==> src/rtl/poly_eval_fsm.sv <==
// Serial-load polynomial evaluator. Coefficients a_N..a_0 and then x are entered on DataIn,
// one Go press/release each. p(x) is evaluated by Horner's method on a single multiply/add path.
module poly_eval_fsm #(
   parameter  int WIDTH      = 8,
   parameter  int MAX_DEGREE = 4,
   localparam int DW         = (MAX_DEGREE < 1) ? 1 : $clog2(MAX_DEGREE + 1)
) (
   input  logic             Clock,
   input  logic             Reset,
   input  logic             Go,
   input  logic [WIDTH-1:0] DataIn,
   input  logic [DW-1:0]    Degree,
   output logic [WIDTH-1:0] DataResult,
   output logic             ResultValid,
   output logic             Busy,
   output logic             Overflow
);

   // state            | meaning
   // S_LOAD_COEF      | wait for Go press, capture next coefficient (a_N first)
   // S_LOAD_COEF_WAIT | wait for Go release, advance coefficient index
   // S_LOAD_X         | wait for Go press, capture x
   // S_LOAD_X_WAIT    | wait for Go release, seed accumulator with a_N
   // S_MUL            | acc = acc * x (low WIDTH bits kept)
   // S_ADD            | acc = acc + a_i, count i down to 0
   typedef enum logic [2:0] {
      S_LOAD_COEF,
      S_LOAD_COEF_WAIT,
      S_LOAD_X,
      S_LOAD_X_WAIT,
      S_MUL,
      S_ADD
   } state_t;

   state_t             state;
   logic [DW-1:0]      idx;
   logic [DW-1:0]      n_deg;
   logic [DW-1:0]      i_cnt;
   logic [WIDTH-1:0]   coef [MAX_DEGREE+1];
   logic [WIDTH-1:0]   x_val;
   logic [WIDTH-1:0]   acc;
   logic [DW-1:0]      deg_clamp;
   logic [2*WIDTH-1:0] prod;
   logic [WIDTH:0]     sum;

   assign deg_clamp = (int'(Degree) > MAX_DEGREE) ? DW'(MAX_DEGREE) : Degree;
   assign prod      = {{WIDTH{1'b0}}, acc} * {{WIDTH{1'b0}}, x_val};
   assign sum       = {1'b0, acc} + {1'b0, coef[i_cnt]};

   always_ff @(posedge Clock or posedge Reset) begin
      if (Reset) begin
         state       <= S_LOAD_COEF;
         idx         <= '0;
         n_deg       <= '0;
         i_cnt       <= '0;
         x_val       <= '0;
         acc         <= '0;
         for (int k = 0; k <= MAX_DEGREE; k++) coef[k] <= '0;
         DataResult  <= '0;
         ResultValid <= 1'b0;
         Busy        <= 1'b0;
         Overflow    <= 1'b0;
      end else begin
         case (state)
            S_LOAD_COEF: begin
               if (Go) begin
                  // first capture of a job fixes the degree and retires the previous result flags
                  if (idx == '0) begin
                     n_deg            <= deg_clamp;
                     coef[deg_clamp]  <= DataIn;
                     Overflow         <= 1'b0;
                     ResultValid      <= 1'b0;
                  end else begin
                     coef[n_deg - idx] <= DataIn;
                  end
                  state <= S_LOAD_COEF_WAIT;
               end
            end
            S_LOAD_COEF_WAIT: begin
               if (!Go) begin
                  if (idx == n_deg) begin
                     state <= S_LOAD_X;
                  end else begin
                     idx   <= idx + 1'b1;
                     state <= S_LOAD_COEF;
                  end
               end
            end
            S_LOAD_X: begin
               if (Go) begin
                  x_val <= DataIn;
                  state <= S_LOAD_X_WAIT;
               end
            end
            S_LOAD_X_WAIT: begin
               if (!Go) begin
                  acc   <= coef[n_deg];
                  i_cnt <= n_deg - 1'b1;
                  if (n_deg == '0) begin
                     DataResult  <= coef[n_deg];
                     ResultValid <= 1'b1;
                     idx         <= '0;
                     state       <= S_LOAD_COEF;
                  end else begin
                     Busy  <= 1'b1;
                     state <= S_MUL;
                  end
               end
            end
            S_MUL: begin
               acc <= prod[WIDTH-1:0];
               if (prod[2*WIDTH-1:WIDTH] != '0) Overflow <= 1'b1;
               state <= S_ADD;
            end
            S_ADD: begin
               acc <= sum[WIDTH-1:0];
               if (sum[WIDTH]) Overflow <= 1'b1;
               if (i_cnt == '0) begin
                  DataResult  <= sum[WIDTH-1:0];
                  ResultValid <= 1'b1;
                  Busy        <= 1'b0;
                  idx         <= '0;
                  state       <= S_LOAD_COEF;
               end else begin
                  i_cnt <= i_cnt - 1'b1;
                  state <= S_MUL;
               end
            end
            default: state <= S_LOAD_COEF;
         endcase
      end
   end

endmodule

==> config.mk <==
export PLATFORM = sky130hd
export DESIGN_NAME = poly_eval_fsm
export DESIGN_NICKNAME = d
export VERILOG_FILES = /design/src/rtl/poly_eval_fsm.sv
export SDC_FILE = /design/constraint.sdc
export NUM_CORES = 1
export LEC_CHECK = 0
export CORE_ASPECT_RATIO = 0.9
export CORE_UTILIZATION = 55
export DETAILED_ROUTE_END_ITERATION = 12
export DONT_BUFFER_PORTS = 1
export GPL_TIMING_DRIVEN = 0
export PLACE_DENSITY = 0.7
export SLEW_MARGIN = 5
export SYNTH_ARGS = -nofsm -noshare
export SYNTH_HDL_FRONTEND = slang
export SYNTH_SLANG_ARGS = --single-unit
==> constraint.sdc <==
create_clock -name Clock -period 15 [get_ports Clock]
set_clock_uncertainty 0.15 [all_clocks]
set_input_delay 3 -clock Clock [delete_from_list [all_inputs] [get_ports Clock]]
set_output_delay 3 -clock Clock [all_outputs]
set_load 0.03 [all_outputs]
* Word level (Yosys, flattened, before mapping) *
Cells that the tools add are included.

operators by class
  add/sub/neg operators = 5
  $mul = 1
  $lt $le $gt $ge = 7
  eq/ne operators = 18
  multiplexer cells = 50
  bitwise gates (word level) = 4
  reduce and logical (&&, ||, !) cells = 23

operators with widths
  cell                                                      number
  bitwise mux 40 bit                                        2
  two-way mux 8 bit                                         10
  binary-select mux 8 bit (select 3 bit)                    2
  demux 8 bit (select 3 bit)                                2
  two-way mux 3 bit                                         14
  two-way mux 40 bit                                        1
  inequality test 2 bit, second input constant              12
  one-hot mux 8 bit (3 select lines)                        1
  one-hot mux 3 bit (6 select lines)                        1
  greater-or-equal comparator 4 bit, second input constant  4
  multiplier 8 x 8 -> 16 bit                                1
  inverter 3 -> 4 bit                                       4
  one-hot mux 8 bit (2 select lines)                        1
  zero test 3 bit                                           4
  AND reduction 4 bit                                       3
  AND reduction 6 bit                                       2
  nonzero test 3 bit                                        4
  two-way mux 1 bit                                         10
  adder 8 x 8 -> 9 bit                                      1
  one-hot mux 3 bit (3 select lines)                        1
  < comparator 4 x 1 -> 1 bit, second input constant        2
  nonzero test 8 bit                                        1
  equality test 3 x 2 -> 1 bit, second input constant       2
  equality test 3 bit, second input constant                2
  other kinds (15)                                          21

storage, ports and cells
  bits in registers = 79
  bits of input ports = 14
  output and inout bits = 11

* Logic depth before layout (Yosys ltp) *
  word-level depth = 9
  mapped depth = 16
  mapped depth without buffers = 15

* Worst setup path before layout *
No wires, ideal clock.

  path type = reg2reg
  from = register acc[3]
  to = register Overflow
  library setup time = 0.134 ns
  arrival = 4.480 ns
  required time = 14.716 ns
  slack = 10.236 ns
  cell stages (with the launch flop) = 15
  period minus slack after synthesis = 4.764 ns
  path through = dfrtp_1 > clkbuf_1 > nand2_1 > fa_1 > fa_1 > fa_1 > fa_1 > inv_1 > ha_1 > a21o_1 > a221oi_4 > xnor2_1 > or4_1 > a2111oi_2 > a21oi_1

between the ends
  word-level cells in the longest chain between the ends = 4
  elaborated cells on any way between the ends = 6
  those cells by class = 1 x add/sub; 1 x mul; 2 x eq/ne; 2 x reduce/logical

RTL lines
  item                                      line  RTL
  from (decl)                               41    logic [WIDTH-1:0] acc;
  from (signal assigned)                    97    acc <= coef[n_deg];
  from (signal assigned)                    111   acc <= prod[WIDTH-1:0];
  from (signal assigned)                    116   acc <= sum[WIDTH-1:0];
  multiplier 8 x 8 -> 16 bit                47    assign prod = {{WIDTH{1'b0}}, acc} * {{WIDTH{1'b0}}, x_val};
  nonzero test 8 bit                        112   if (prod[2*WIDTH-1:WIDTH] != '0) Overflow <= 1'b1;
  inequality test 2 bit (no source line)    n/a
  AND reduction 5 bit (no source line) (*)  n/a
  to (signal assigned)                      62    Overflow <= 1'b0;
  to (signal assigned)                      112
  to (signal assigned)                      117   if (sum[WIDTH]) Overflow <= 1'b1;
  to (decl)                                 16    output logic Overflow

Every way passes the cells marked *; elsewhere a longest branch is shown, timed or not.
A chain may end at the register's enable or synchronous reset.

* Worst setup path in the final report *
  from = register acc[5]
  to = register Overflow

Same word-level chain as after synthesis.

==> impl_metrics.json <==
{
  "die_area_um2": 12500,
  "cts_tree": "built",
  "cts_made_buffers": 9,
  "status": "finished, final reports clean",
  "cts.root.buffer_cell": "clkbuf_16",
  "maxCapViolCount": 0,
  "dp_slack_ns": 9.72,
  "finish_stage_setup_viols": 0,
  "grt_antenna_before_repair": 0,
  "buffer_ports.inserted": 0,
  "total_routed_wirelength_um": 15800,
  "core_region_um2": 11600,
  "synth_cell_type_count": 58,
  "hold_path_endpoint": "coef[23]",
  "cp_startpoint_kind": "flip-flop",
  "timing.rr.end": "Overflow",
  "total_gr_overflow": 0,
  "worstRegToRegCells": 14,
  "placement.cell_area_um2": 6870,
  "route.antenna.remaining_nets": 0,
  "min_delay_path_depth": 1,
  "layout-area-overhead-vs-synth_pct": 8.09,
  "clock_sink_count": 79,
  "initial_utilization_pct": 57.2,
  "layout.core_utilization_pct": 61.8,
  "largest_net_degree_at_the_start_of_global_routing": 42,
  "synth_enable_flop_cells": 0,
  "r2r_setup_slack_ns": 9.72,
  "grt.total_usage_pct": 26.9,
  "achievable-frequency_mhz": 189,
  "launch_point_of_the_critical_path": "acc[5]",
  "slowest_delay_ns": 0.55,
  "detail_route.iter0.violations": 344,
  "hold_class": "flip-flop to flip-flop",
  "postSynth.asyncResetShare_pct": 100,
  "synth_area_leader_cell": "dfrtp_1",
  "finalCritPeriodShare_pct": 35.2,
  "drcViolationCount": 0,
  "antenna_cells": 0,
  "final_layout_size_suffix_gt1_share_pct": 13.6,
  "via_count": 5114,
  "critical_path.slowest_cell": "fa_1",
  "grt_pass1_vias": 5198,
  "holdCritStartpoint": "coef[23]",
  "path_max_fanout": 9,
  "postLayoutSetupSlackWorst_ns": 9.72,
  "syn-instance-count": 682,
  "worstSetupEndpointType": "flip-flop",
  "fin_tns_setup_ns": 0,
  "min_period_ns": 5.28,
  "clock_tree.htree_level_count": 3,
  "list_of_cells_traversed_by_the_critical_path": "clkbuf_1 -> nand2_1 -> fa_1 -> fa_1 -> fa_1 -> fa_1 -> inv_1 -> ha_1 -> and3_2 -> a221oi_4 -> xnor2_1 -> or4_1 -> a2111oi_2 -> a21oi_1",
  "dieHeight_um": 106,
  "netlist_top_cells_count": "dfrtp_1, inv_1, nand2_1",
  "yosys_top_cell_area_share_pct": 29.7,
  "final_design_area_no_fill_um2": 7190,
  "dominantRegCellSynth": "dfrtp_1",
  "cp_data_required_time_ns": 15.05,
  "timing_worst_slew_pin_value_ns": 0.766,
  "synth.most_common_cell": "dfrtp_1",
  "grt_first_pass_wirelength_um": 26200,
  "post_drt_via_cell_ratio": 5.99,
  "max-clock-path-buffers": 2,
  "final_nets": 795,
  "number_of_instances_resized_during_post_cts_repair": 0,
  "mean_syn_cell_area_um2": 9.75,
  "ctsHoldBuffers": 0,
  "yosys_warnings": 0,
  "top_level_ports": 25,
  "number_of_hold_slack_violations_in_the_final_timing_report": 0,
  "clkLatencyLatePin_ns": 0.34,
  "worst-setup-path-type": "flip-flop to flip-flop",
  "worst_ep_arrival_time_ns": 5.34,
  "std_cell_rows": 37,
  "rsz_0062_raised_after_global_routing": "false",
  "first_pass_iters": 5,
  "sequential_element_share_of_the_synthesized_area_pct": 29.7,
  "post-cts-setup-buffers": 0,
  "finalMaxSlewViolations": 0,
  "avgRoutedWirePerCell_um": 18.5,
  "timing.rr.start": "acc[5]",
  "dp_hpwl_um": 12100,
  "synthTopCellsByArea": "dfrtp_1, fa_1, ha_1",
  "synth.cell_area_um2": 6650,
  "clk_pin_slew_worst_paths_ns": 0.06,
  "globalplace.congestion": 0.996,
  "width_of_the_chip_um": 118,
  "crit_top_cell": "fa_1",
  "yosys_register_bits": 79,
  "maxSlewHeadroom_pct": 48.7,
  "synthesis.nets": 783
}
-- layout make-up --
cell class	count	area, um2
inverters	67	254
multi-input cells	505	4300
clock inverters	5	81.3
fillers	943	4430
well taps	156	195
plain buffers	31	123
flip-flops and latches	79	1980
repair buffers	1	20.0
clock buffers	10	239
-- worst max path at each step --
stage / to
finish: Overflow
global route: Overflow
CTS: Overflow
detailed placement: Overflow
global placement: x_val[0]
floorplan: Busy
-- metal layers --
| layer | up-vias | share of wire (%) | track usage (%) |
|---|---|---|---|
| li1 | 2383 | - | - |
| met1 | 2573 | 45 | 36.1 |
| met2 | 129 | 49 | 45.5 |
| met3 | 29 | 4.3 | 3.33 |
| met4 | 0 | 1.8 | 8.33 |
| met5 | - | 0 | 0 |
-- sequential cells by signal, summed over array words and instances (netlist names) --
| signal | flops |
|---|---|
| DataResult | 8 |
| i_cnt | 3 |
| Overflow | 1 |
| n_deg | 3 |
| idx | 3 |
| Busy | 1 |
| acc | 8 |
| coef | 40 |
| state | 3 |
| x_val | 8 |
| ResultValid | 1 |
-- placed cells by master, fill, tap and decap left out, types with 10 or more instances in the layout --
cell / Yosys / final
ha_1: 49 / 49
clkbuf_1: 23 / 23
nor2b_1: 12 / 12
o22ai_1: 10 / 10
inv_1: 67 / 66
a21oi_1: 38 / 38
o21ai_0: 38 / 38
nand2b_1: 14 / 14
dfrtp_1: 79 / 79
nand2_1: 58 / 58
and2_1: 36 / 36
nor2_1: 33 / 33
fa_1: 38 / 38
mux2i_1: 22 / 22
mux2_2: 53 / 53
-- worst max-delay path, delay by kind of cell, from the launching register on --
kind	cells	cell delay, ns
adders and majority gates	5	2.43
AOI/OAI and AO/OA	3	0.84
xor gates and xnor gates	1	0.11
DFF	1	0.36
and+or+nand+nor	3	0.82
buffers and inverters	2	0.45
-- per-stage QoR --
stage                     std cells  hold slack (ns)
final                           854            0.385
after global routing            854            0.396
after CTS                       854            0.387
after detailed placement        839            0.374
after global placement          838            0.355
after floorplan                 682            0.341
-- logic make-up after synthesis --
family                   count (synthesis)  synth area share, %
AO/OA/AOI/OAI                          140                 13.6
XOR/XNOR                                13                 1.71
adder cells (fa/ha/maj)                 87                 20.7
buffers and inverters                   98                 5.63
flip-flops                              79                 29.7
multiplexers                            82                 14.7
AND/OR/NAND/NOR                        183                 13.9
Power is left out: the tool's default activity adds up to more than one toggle a clock period on the data nets, which glitch-free logic cannot reach.
